<file path="src/rtl/button_conditioner.sv">
// Push-button conditioner: 2-flop synchroniser, debounce FSM, press/release strobes, run toggle.
// Latency: strobes/level change DEBOUNCE_CYCLES+2 edges after the first raw sample of a new level.
// No backpressure; optional long-press one-shot when BTN_LONG_PRESS_EN is defined.
module button_conditioner #(
   parameter int DEBOUNCE_CYCLES = 2_000_000,
   parameter int LONG_CYCLES     = 100_000_000,
   parameter int CNT_W           = 27
) (
   input  logic clk,
   input  logic rst,
   input  logic button,
   output logic btn_level,
   output logic btn_press,
   output logic btn_release,
   output logic btn_long,
   output logic run
);

   typedef enum logic [1:0] {
      IDLE         = 2'd0,
      PRESS_WAIT   = 2'd1,
      PRESSED      = 2'd2,
      RELEASE_WAIT = 2'd3
   } state_t;

   // Terminal count of the debounce window, shared by press and release.
   localparam logic [CNT_W-1:0] DEB_LAST = CNT_W'(DEBOUNCE_CYCLES - 1);

   // Illegal parameter sets are rejected at elaboration time.
   if ((DEBOUNCE_CYCLES < 2) || (LONG_CYCLES <= DEBOUNCE_CYCLES) ||
       (((LONG_CYCLES - 1) >> CNT_W) != 0)) begin : g_bad_cfg
      $error("button_conditioner: illegal DEBOUNCE_CYCLES/LONG_CYCLES/CNT_W");
   end

   logic             meta_q, meta_d;
   logic             sync_q, sync_d;
   state_t           state_q, state_d;
   logic [CNT_W-1:0] dcnt_q, dcnt_d;
   logic             level_q, level_d;
   logic             press_q, press_d;
   logic             release_q, release_d;
   logic             run_q, run_d;

`ifdef BTN_LONG_PRESS_EN
   // Hold time reaching this value marks a long press; hcnt saturates here.
   localparam logic [CNT_W-1:0] LONG_LAST = CNT_W'(LONG_CYCLES - 1);

   logic [CNT_W-1:0] hcnt_q, hcnt_d;
   logic             long_done_q, long_done_d;
   logic             long_q, long_d;
`endif

   // Next-state logic: synchroniser shift, debounce FSM, strobes and run enable.
   always_comb begin
      meta_d    = button;
      sync_d    = meta_q;
      state_d   = state_q;
      dcnt_d    = dcnt_q;
      level_d   = level_q;
      press_d   = 1'b0;
      release_d = 1'b0;
      run_d     = run_q;
`ifdef BTN_LONG_PRESS_EN
      hcnt_d      = hcnt_q;
      long_done_d = long_done_q;
      long_d      = 1'b0;
`endif
      case (state_q)
         IDLE: begin
            if (sync_q) begin
               state_d = PRESS_WAIT;
               dcnt_d  = '0;
            end
         end
         PRESS_WAIT: begin
            if (!sync_q) begin
               // Too short to be a press: drop it silently.
               state_d = IDLE;
            end else if (dcnt_q == DEB_LAST) begin
               state_d = PRESSED;
               level_d = 1'b1;
               press_d = 1'b1;
               run_d   = ~run_q;
`ifdef BTN_LONG_PRESS_EN
               hcnt_d      = '0;
               long_done_d = 1'b0;
`endif
            end else begin
               dcnt_d = dcnt_q + 1'b1;
            end
         end
         PRESSED: begin
            if (!sync_q) begin
               state_d = RELEASE_WAIT;
               dcnt_d  = '0;
            end else begin
`ifdef BTN_LONG_PRESS_EN
               if (hcnt_q != LONG_LAST) begin
                  hcnt_d = hcnt_q + 1'b1;
               end else if (!long_done_q) begin
                  // One long strobe per debounced press; it stops the pattern.
                  long_d      = 1'b1;
                  long_done_d = 1'b1;
                  run_d       = 1'b0;
               end
`endif
            end
         end
         RELEASE_WAIT: begin
            if (sync_q) begin
               // Release bounced back: still the same press, so long_done stays.
               state_d = PRESSED;
`ifdef BTN_LONG_PRESS_EN
               hcnt_d = '0;
`endif
            end else if (dcnt_q == DEB_LAST) begin
               state_d   = IDLE;
               level_d   = 1'b0;
               release_d = 1'b1;
            end else begin
               dcnt_d = dcnt_q + 1'b1;
            end
         end
         default: begin
            state_d = IDLE;
         end
      endcase
   end

   // State and output registers, cleared asynchronously by the active-low reset.
   always_ff @(posedge clk or negedge rst) begin
      if (!rst) begin
         meta_q    <= 1'b0;
         sync_q    <= 1'b0;
         state_q   <= IDLE;
         dcnt_q    <= '0;
         level_q   <= 1'b0;
         press_q   <= 1'b0;
         release_q <= 1'b0;
         run_q     <= 1'b0;
      end else begin
         meta_q    <= meta_d;
         sync_q    <= sync_d;
         state_q   <= state_d;
         dcnt_q    <= dcnt_d;
         level_q   <= level_d;
         press_q   <= press_d;
         release_q <= release_d;
         run_q     <= run_d;
      end
   end

`ifdef BTN_LONG_PRESS_EN
   // Long-press hold counter and one-shot bookkeeping.
   always_ff @(posedge clk or negedge rst) begin
      if (!rst) begin
         hcnt_q      <= '0;
         long_done_q <= 1'b0;
         long_q      <= 1'b0;
      end else begin
         hcnt_q      <= hcnt_d;
         long_done_q <= long_done_d;
         long_q      <= long_d;
      end
   end

   assign btn_long = long_q;
`else
   assign btn_long = 1'b0;
`endif

   assign btn_level   = level_q;
   assign btn_press   = press_q;
   assign btn_release = release_q;
   assign run         = run_q;

endmodule

</file>
<file path="config.mk">
export PLATFORM = sky130hd
export DESIGN_NAME = button_conditioner
export DESIGN_NICKNAME = d
export VERILOG_FILES = /design/src/rtl/button_conditioner.sv
export SDC_FILE = /design/constraint.sdc
export NUM_CORES = 1
export LEC_CHECK = 0
export CAP_MARGIN = 25
export CORE_MARGIN = 4
export CORE_UTILIZATION = 56
export CTS_BUF_LIST = sky130_fd_sc_hd__clkbuf_8
export CTS_CLUSTER_SIZE = 8
export DETAILED_ROUTE_END_ITERATION = 8
export PLACE_DENSITY = 0.73
export SLEW_MARGIN = 30
export SYNTH_ARGS = -nofsm -noshare
export SYNTH_HDL_FRONTEND = slang
export SYNTH_SLANG_ARGS = --single-unit
</file>
<file path="constraint.sdc">
create_clock -name clk -period 2.5 [get_ports clk]
set_clock_uncertainty 0.2 [all_clocks]
set_input_delay 0.625 -clock clk [delete_from_list [all_inputs] [get_ports clk]]
set_output_delay 0.625 -clock clk [all_outputs]
set_load 0.02 [all_outputs]
</file>
==> results of run 1 <==
[path summary, 6_finish.rpt]
check / startpoint / end / slack [ps] / depth (start not counted)
setup / recovery: dcnt_q[8]$_DFFE_PN0P_ / dcnt_q[25]$_DFFE_PN0P_ / 130 / 5
hold / removal: meta_q$_DFF_PN0_ / sync_q$_DFF_PN0_ / 150 / 0
setup reg to reg: dcnt_q[8]$_DFFE_PN0P_ / dcnt_q[25]$_DFFE_PN0P_ / 130 / 5
hold reg to reg: meta_q$_DFF_PN0_ / sync_q$_DFF_PN0_ / 150 / 0
max in group asynchronous: rst / dcnt_q[11]$_DFFE_PN0P_ / 1220 / 2
min in group asynchronous: rst / dcnt_q[15]$_DFFE_PN0P_ / 550 / 2
[power by group]
group / internal [W] / leakage (nW) / switching (W)
clock network: 0.000216 / 0.0470 / 0.000192
registers: 0.000582 / 0.476 / 0.0000198
logic: 0.0000266 / 0.388 / 0.0000484
total: 0.000824 / 0.912 / 0.000260
[layout make-up]
cell class / count / area [µm²] / share of cell area, %
Sequential cell: 35 / 878 / 39.9
Timing Repair Buffer: 17 / 155 / 7.04
Multi-Input combinational cell: 160 / 1000 / 45.5
Clock inverter: 1 / 5.00 / 0.227
Inverter: 6 / 22.5 / 1.02
Tap cell: 46 / 57.6 / 2.61
Clock buffer: 6 / 82.6 / 3.75
[state kept, by name (all words and copies together) (netlist names), named ones only]
name / flops
btn_release: 1
state_q: 1
btn_press: 1
btn_level: 1
run: 1
sync_q: 1
dcnt_q: 27
meta_q: 1
[repair_timing]
action / 4_1_cts / 5_1_grt
gates cloned: 0 / 0
resized for setup: 1 / 5
setup endpoints to repair: 1 / 3
setup buffers: 0 / 0
[logic make-up after synthesis]
group                      share of synthesized area, %
muxes                                              2.67
DFF                                                45.6
buffers and inverters                              3.84
and+or+nand+nor                                    31.3
other                                             0.195
xor gates and xnor gates                           1.37
AOI/OAI and AO/OA                                  14.4
adders and majority gates                         0.651
[synth_stat cells, drive strengths merged, types with 2 or more instances]
library cell	instances	share of area, %
a22o	2	0.91
a21oi	3	0.78
and2	7	2.3
nand3b	4	1.6
o22ai	2	0.65
or3	2	0.65
nand4	7	2.6
clkbuf	7	1.4
nor2	10	2.0
dfrtp	35	46
xor2	2	0.91
o21ai	12	3.1
nor4b	4	1.8
o41ai	2	0.91
a21o	2	0.78
and3	3	0.98
or4	8	3.1
nor4	5	1.6
nand3	9	2.6
mux2i	4	2.1
nand2	36	7.0
nor3	9	2.3
buf	5	1.3
inv	6	1.2
o211ai	5	2.0
o221ai	5	2.3
[cells in the final DEF (no fill, tap or decap), types with 2 or more instances in the layout]
cell	n
nand3b_1	4
o22ai_1	2
clkdlybuf4s50_1	6
nand3_1	8
a21oi_1	3
clkbuf_8	6
o211ai_1	5
nand2_1	36
nor3_1	8
mux2i_1	4
dfrtp_1	33
dfrtp_2	2
nor2_1	10
nor4_1	4
and2_1	7
nor4b_1	3
nand4_1	6
or4_1	8
a21o_1	2
xor2_1	2
a22o_1	2
o41ai_1	2
inv_1	6
or3_1	2
o21ai_0	11
buf_4	10
and3_1	3
o221ai_1	5
[layer usage]
| metal | vias to the layer above | wire length (µm) | GRT usage, % |
|---|---|---|---|
| met5 | - | 0 | 0 |
| met2 | 64 | 2070 | 35.9 |
| li1 | 816 | - | - |
| met1 | 818 | 1880 | 31.3 |
| met3 | 16 | 284 | 4.55 |
| met4 | 0 | 111 | 8.38 |
[worst max-delay path, delay by kind of cell, from the launching register on]
kind	cells	cell delay, ps
AND/OR/NAND/NOR	5	1670
flip-flops	1	450
[through the flow]
step	hold WS, ps	util, %	worst slack (ps)	power [W]
finish	151	66.0	132	0.00108
global route	172	66.0	-4.65	0.00113
CTS	152	65.4	62.0	0.00110
detailed placement	137	62.5	15.1	0.000687
global placement	133	62.5	187	0.000681
floorplan	129	-	161	0.000651
==> impl_metrics.toml, run 1 <==
[status]
status = "finished, final reports clean"

[timing]
tns_ps = 0
timing.final.crit_share_pct = 94.7
slew_headroom_pct = 65.4
post-route-min-period_ps = 2370
max_freq_mhz = 422
tightestPinTransition_ps = 519
hold_violations = 0
rsz0062_at_grt = "yes"
setup_violations = 0
slew_violations = 0

[worst_setup_path]
endpoint_kind = "flop"
path_cells = "nand4_2 -> or4_1 -> or3_1 -> or4_1 -> nand3_1"
slowest_delay_ps = 550
crit_top_cell = "or4_1"
worstPathArrival_ps = 2390
startpoint_type = "flop"
crit_fanout = 7
critPathRequiredTime_ps = 2520
worst_path_max_delay_cell = "or4_1"
critPathKind = "reg -> reg"

[drt]
dr.pass1.iters = 4
drc = 0
via_per_inst = 6.32
ant_nets = 0
drt_iter0_markers = 225
totalWireLength_um = 4340
vias = 1714
wl_per_cell_um = 16.0

[placed_design]
io_buffers = 6
placed_cells = 264
place.gp.congestion = 0.897
place_area_um2 = 2090
dp_hpwl_um = 2980

[clock_tree]
clkLatencyLatePin_ps = 280
cts_buffers = 5
cts-root-buf = "clkbuf_8"
clk_path_buf_depth = 2
clkTransAtPathRegs_ps = 70
clkSinkCount = 35
postCtsHoldBufs = 0
cts_tree = "built"
htreeDepth = 2

[global_route]
grt_usage_pct = 22.9
grt_pass1_wl_um = 7890
grt_max_degree = 36
overflow = 0
antenna_found_initial = 0
grt_pass1_vias = 1662

[synthesis]
syn_avg_cell_area_um2 = 9.02
synth-seq-cells = 35
syn_area_um2 = 1920
yosysSeqAreaShare_pct = 45.6
synth_warnings = 0
synthArstFlopShare_pct = 100
synth-main-ff-cell = "dfrtp_1"
synth_cell_type_count = 48
synth_nets = 217
syn-instance-count = 213
synth-edff-count = 0

[min_path]
holdCritPathClass = "reg -> reg"

[finish]
stdcell_area_um2 = 2200
area_delta_synth_final_pct = 14.6
fill_cells = 280
finalNonFillerCells = 271
antenna_cells = 0
drive_gt1_share_pct = 12.0
final_nets = 229

[die]
die_h_um = 66.6
die_area_um2 = 4430
num_rows = 21
io_pins = 8
start_util_pct = 57.6
core_um2 = 3340
die_w_um = 66.6

[power]
power_density_nw_per_um2 = 492
ir_drop_mv = 0.433
leakagePower_nw = 0.912

[run]
maxCapViolations = 0
No activity file was read; power rests on OpenSTA's default activity.
==> inputs of run 2 (changes only) <==
- SETUP_SLACK_MARGIN: default -> 0.1
==> run 2 against run 1 <==
Effect of this change: via count is 1.7% higher; sequential share of layout area is 0.82 points lower; worst setup slack better by 73 ps; worst hold slack worse by 0.68 ps; cell count is 1.1% higher; critical path depth stayed put; critical path type unchanged; largest cell class unchanged.
==> impl_metrics.toml, run 2 (same netlist as run 1, synthesis figures left out) <==
[global_route]
grt_pass1_wl_um = 7930
grt_usage_pct = 23.0
grt_pass1_vias = 1665
busiest_layer = "met2"
overflow = 0
use_met2_pct = 36.1
grt_max_degree = 36
grt.met3_usage_pct = 4.55
antenna_found_initial = 0
use_met1_pct = 31.5

[finish]
fill_cells = 274
area_delta_synth_final_pct = 17.9
drive_gt1_share_pct = 17.5
layout_common_cells = "36 x nand2_1, 28 x dfrtp_1, 13 x buf_4"
final_common_cell = "nand2_1"
final_nets = 232
antenna_cells = 0
finalNonFillerCells = 274
largest_reg_flops = 27
top_register = "dcnt_q"

[power]
switchingPower_w = 0.000261
power_density_nw_per_um2 = 479
ir_drop_mv = 0.435
p_seq_share_pct = 55.5
combPwrFrac_pct = 7.0
leakagePower_nw = 0.931
sw_frac_of_total_pct = 24.0
intPower_w = 0.000824
clockPowerShare_pct = 37.4

[timing]
rsz0062_at_grt = "no"
timing.final.crit_share_pct = 91.8
slew_headroom_pct = 63.2
tns_ps = 0
slew_violations = 0
max_freq_mhz = 436
setup_violations = 0
post-route-min-period_ps = 2300
tightestPinTransition_ps = 548
hold_violations = 0

[min_path]
holdCritPathClass = "reg -> reg"

[drt]
totalWireLength_um = 4560
drt_iter0_markers = 219
dr.pass1.iters = 4
via_per_inst = 6.36
ant_nets = 0
wl_per_cell_um = 16.7
vias = 1743
drc = 0

[clock_tree]
cts_buffers = 5
clkLatencyLatePin_ps = 280
clkTransAtPathRegs_ps = 70
postCtsHoldBufs = 0
cts-root-buf = "clkbuf_8"
clk_path_buf_depth = 2
cts_tree = "built"
htreeDepth = 2
clkSinkCount = 35

[worst_setup_path]
ff2ff_setup_slack_ps = 200
crit_fanout = 7
startpoint_type = "flop"
critPathKind = "reg -> reg"
cp-endpoint = "dcnt_q[25]$_DFFE_PN0P_"
endpoint_kind = "flop"
r2r-start = "dcnt_q[8]$_DFFE_PN0P_"
crit_start = "dcnt_q[8]$_DFFE_PN0P_"
worstPathArrival_ps = 2320
r2r_cells = 5
critPathRequiredTime_ps = 2520
regToRegEndpoint = "dcnt_q[25]$_DFFE_PN0P_"

[die]
start_util_pct = 57.6
io_pins = 8
num_rows = 21
core_um2 = 3340
die_h_um = 66.6
die_w_um = 66.6
die_area_um2 = 4430

[placed_design]
place.gp.congestion = 0.897
io_buffers = 6
dp_hpwl_um = 2980
placed_cells = 264

[run]
maxCapViolations = 0

[status]
status = "finished, final reports clean"
-- run 2: cell count changes in the layout (fill, tap and decap cells not counted), sizes merged --
cell  delta
buf      +3
-- run 2: critical path, stage by stage, from the launching register on --
cell and delay (ps):
dfrtp_2 440, nand4_4 150, or4_1 550, or3_4 410
or4_1 400, nand3_1 90
-- run 2: cell type report --
class	instances	area (µm²)	share of cell area, %
Multi-Input combinational cell	160	1040	45.7
Sequential cell	35	885	39.0
Timing Repair Buffer	20	178	7.84
Clock buffer	6	82.6	3.64
Tap cell	46	57.6	2.54
Inverter	6	22.5	0.994
Clock inverter	1	5.00	0.221
-- run 2: timing repair --
| item | in CTS | in global routing |
|---|---|---|
| setup endpoints to repair | 1 | 6 |
| gates resized for setup | 2 | 15 |
| pin swaps | 0 | 1 |
| cloned | 0 | 0 |
| setup buffers | 0 | 3 |
-- run 2: per-layer routing --
| metal | up-vias | wire length, µm |
|---|---|---|
| li1 | 819 | - |
| met1 | 851 | 1900 |
| met2 | 61 | 2290 |
| met3 | 12 | 271 |
| met4 | 0 | 95 |
| met5 | - | 0 |
-- run 2: per-stage QoR --
stage / utilization, % / total power [W] / area (µm²) / hold WS [ps] / setup slack (ps)
5_1_grt: 67.9 / 0.00113 / 2270 / 172 / 79.1
3_5_place_dp: 62.5 / 0.000687 / 2090 / 137 / 15.1
4_1_cts: 65.5 / 0.00110 / 2190 / 152 / 118
2_1_floorplan: - / 0.000651 / 1920 / 129 / 161
3_3_place_gp: 62.5 / 0.000681 / 2090 / 133 / 187
6_report: 67.9 / 0.00109 / 2270 / 150 / 204
-- run 2: power groups by stage --
stage | registers [W] | logic, W | clock network (W)
finish | 0.000603 | 0.0000765 | 0.000406
global route | 0.000605 | 0.0000874 | 0.000440
CTS | 0.000601 | 0.0000765 | 0.000418
detailed placement | 0.000612 | 0.0000756 | 0
global placement | 0.000610 | 0.0000714 | 0
floorplan | 0.000607 | 0.0000447 | 0
-- run 2: worst min-delay path by stage --
stage | start | endpoint | slack [ps] | cells after the start
2_1_floorplan | rst | asynchronous set/reset pin | 130 | 0
3_3_place_gp | meta_q$_DFF_PN0_ | sync_q$_DFF_PN0_ | 130 | 0
3_5_place_dp | meta_q$_DFF_PN0_ | sync_q$_DFF_PN0_ | 140 | 0
4_1_cts | meta_q$_DFF_PN0_ | sync_q$_DFF_PN0_ | 150 | 0
5_1_grt | meta_q$_DFF_PN0_ | sync_q$_DFF_PN0_ | 170 | 0
6_report | meta_q$_DFF_PN0_ | sync_q$_DFF_PN0_ | 150 | 0
==> inputs of run 3 (changes only) <==
- ABC_AREA: default -> 1
- CORE_UTILIZATION: 56 -> 57
- PLACE_DENSITY: 0.73 -> 0.74
==> run 3 against run 2 <==
Effect of this change: area after synthesis is 13% higher; combinational power is 35% lower; routed wire length is 6.3% lower; largest power group unchanged; highest routed layer unchanged; core utilization is 4.6 points lower; synthesized cell count is 52% higher; critical path depth is 4 lower; critical endpoint is now run; count of clock-buffer cells in the layout stayed put; largest cell class unchanged.
==> impl_metrics.toml, run 3 <==
[status]
status = "finished, final reports clean"

[die]
core_um2 = 3660
die_w_um = 69.7
io_pins = 8
num_rows = 22
start_util_pct = 59.3
die_h_um = 69.7
die_area_um2 = 4860

[clock_tree]
cts-root-buf = "clkbuf_8"
cts_buffers = 5
cts_tree = "built"
clkSinkCount = 35
post_cts_buffers = 0
clk_path_buf_depth = 2
clkLatencyLatePin_ps = 280
postCtsHoldBufs = 0
cts_resized = 0
htreeDepth = 2
clkTransAtPathRegs_ps = 70

[drt]
top_layer_used = "met4"
met3_length_um = 160
drc = 0
drt_iter0_markers = 122
via_per_inst = 4.84
met1Wirelength_um = 2090
vias = 1828
dr.pass1.iters = 4
totalWireLength_um = 4280
ant_nets = 0
dr_wl_met2_um = 1930
wl_per_cell_um = 11.3

[synthesis]
syn-instance-count = 324
synthTopCellsByArea = "dfrtp_1 40%, nand2_1 26%, nor2_1 7.3%, inv_1 5.5%, xor2_1 4.4%"
synthArstFlopShare_pct = 100
ys_top_cells_by_count = "149 x nand2_1, 42 x nor2_1, 35 x dfrtp_1"
synth_xor_area_share_pct = 6.46
synth-seq-cells = 35
synthAdderAreaFrac_pct = 0.576
synth-edff-count = 0
yosysTopAreaCell = "dfrtp_1"
synth_mux_area_share_pct = 0
yosysSeqAreaShare_pct = 40.3
syn_area_um2 = 2170
syn_avg_cell_area_um2 = 6.70
synth.most_common_cell = "nand2_1"
synth-main-ff-cell = "dfrtp_1"
synth_cell_type_count = 22
synth_nets = 328
synth_warnings = 0
synth_top_family_by_area = "simple AND/OR/NAND/NOR gates"
synth_compound_area_share_pct = 1.38
synth.top_cell.area_share_pct = 40.3
yosys.area_share.simple_pct = 42.5

[global_route]
overflow = 0
grt_pass1_wl_um = 7650
grt_usage_pct = 19.6
antenna_found_initial = 0
grt_pass1_vias = 1700
grt_max_degree = 36

[run]
maxCapViolations = 0

[placed_design]
io_buffers = 6
dp_hpwl_um = 3140
place.gp.congestion = 0.870
dpl_worst_slack_ps = 476

[timing]
max_freq_mhz = 479
tns_ps = 0
post-route-min-period_ps = 2090
slew_headroom_pct = 50.1
tightestPinTransition_ps = 749
slew_violations = 0
hold_violations = 0
timing.final.crit_share_pct = 83.5
setup_violations = 0
setup_slack_ps = 413
rsz0062_at_grt = "no"

[finish]
multiInputGateArea_um2 = 1110
antenna_cells = 0
final_common_cell = "nand2_1"
seq_area_um2 = 876
top_register = "dcnt_q"
area_delta_synth_final_pct = 6.80
drive_gt1_share_pct = 6.06
final_nets = 334
fill_cells = 344
layout_common_cells = "149 x nand2_1, 42 x nor2_1, 35 x dfrtp_1"
largest_reg_flops = 27

[worst_setup_path]
crit_fanout = 2
worst_path_max_delay_cell = "clkdlybuf4s50_1"
slowest_delay_ps = 610
endpoint_kind = "output port"
crit_buf_inv = 1
critPathKind = "reg -> out"
critPathRequiredTime_ps = 1670
path_cells = "clkdlybuf4s50_1"
worstPathArrival_ps = 1260
path_delay_family = "buffers and inverters"
startpoint_type = "flop"

[power]
ir_drop_mv = 0.335
power_density_nw_per_um2 = 446
leakagePower_nw = 1.21

[min_path]
holdCritPathClass = "reg -> reg"
==> run 3: cell count changes in the layout (fill, tap and decap cells not counted), sizes merged, moves of 6 or more <==
cell | previous run | this run
nand2 | 36 | 151
nor2 | 10 | 49
inv | 6 | 35
buf | 14 | 1
nand3 | 9 | 18
xor2 | 2 | 11
or4 | 8 | 0
and2 | 7 | 0
nor3 | 9 | 2
o21ai | 12 | 6
==> run 3: logic make-up after synthesis <==
logic type | after synthesis
AOI/OAI and AO/OA | 6
xor gates and xnor gates | 16
adders and majority gates | 1
buffers and inverters | 42
DFF | 35
other | 1
and+or+nand+nor | 223
==> run 3: where the power goes <==
group          total (W)  internal, W  switching [W]
clock network   0.000404     0.000216       0.000188
logic          0.0000496    0.0000119      0.0000376
registers       0.000582     0.000574     0.00000713
total            0.00104     0.000802       0.000233
==> run 3: per-stage QoR <==
| stage | power (W) | cells | utilization (%) | hold slack, ps | cell area, µm² |
|---|---|---|---|---|---|
| 2_1_floorplan | 0.000627 | 324 | - | 129 | 2170 |
| 6_report | 0.00104 | 378 | 63.3 | 164 | 2320 |
| 5_1_grt | 0.00109 | 378 | 63.3 | 174 | 2320 |
| 3_5_place_dp | 0.000643 | 371 | 60.9 | 157 | 2230 |
| 4_1_cts | 0.00105 | 378 | 63.3 | 171 | 2320 |
| 3_3_place_gp | 0.000642 | 371 | 60.9 | 133 | 2230 |
==> run 3: worst paths after layout <==
check	startpoint	cells after the start	slack, ps	end
max	run$_DFFE_PN0P_	1	410	run
min	meta_q$_DFF_PN0_	0	160	sync_q$_DFF_PN0_
max reg2reg	dcnt_q[0]$_DFFE_PN0P_	10	470	dcnt_q[16]$_DFFE_PN0P_
min reg2reg	meta_q$_DFF_PN0_	0	160	sync_q$_DFF_PN0_
max in group asynchronous	rst	1	1410	dcnt_q[10]$_DFFE_PN0P_
min in group asynchronous	rst	1	210	dcnt_q[19]$_DFFE_PN0P_
==> run 3: layer usage <==
layer	GRT usage (%)	up-vias
met5	0	-
met3	4.06	8
met2	30.5	33
met4	8.30	0
met1	26.4	809
li1	-	978
==> run 3: layout make-up <==
cell class / count / area share [%]
clock buffer: 6 / 3.56
multi-input combinational: 247 / 47.8
timing repair buffer: 6 / 2.37
tap: 48 / 2.59
inverter: 35 / 5.67
clock inverter: 1 / 0.216
sequential: 35 / 37.8
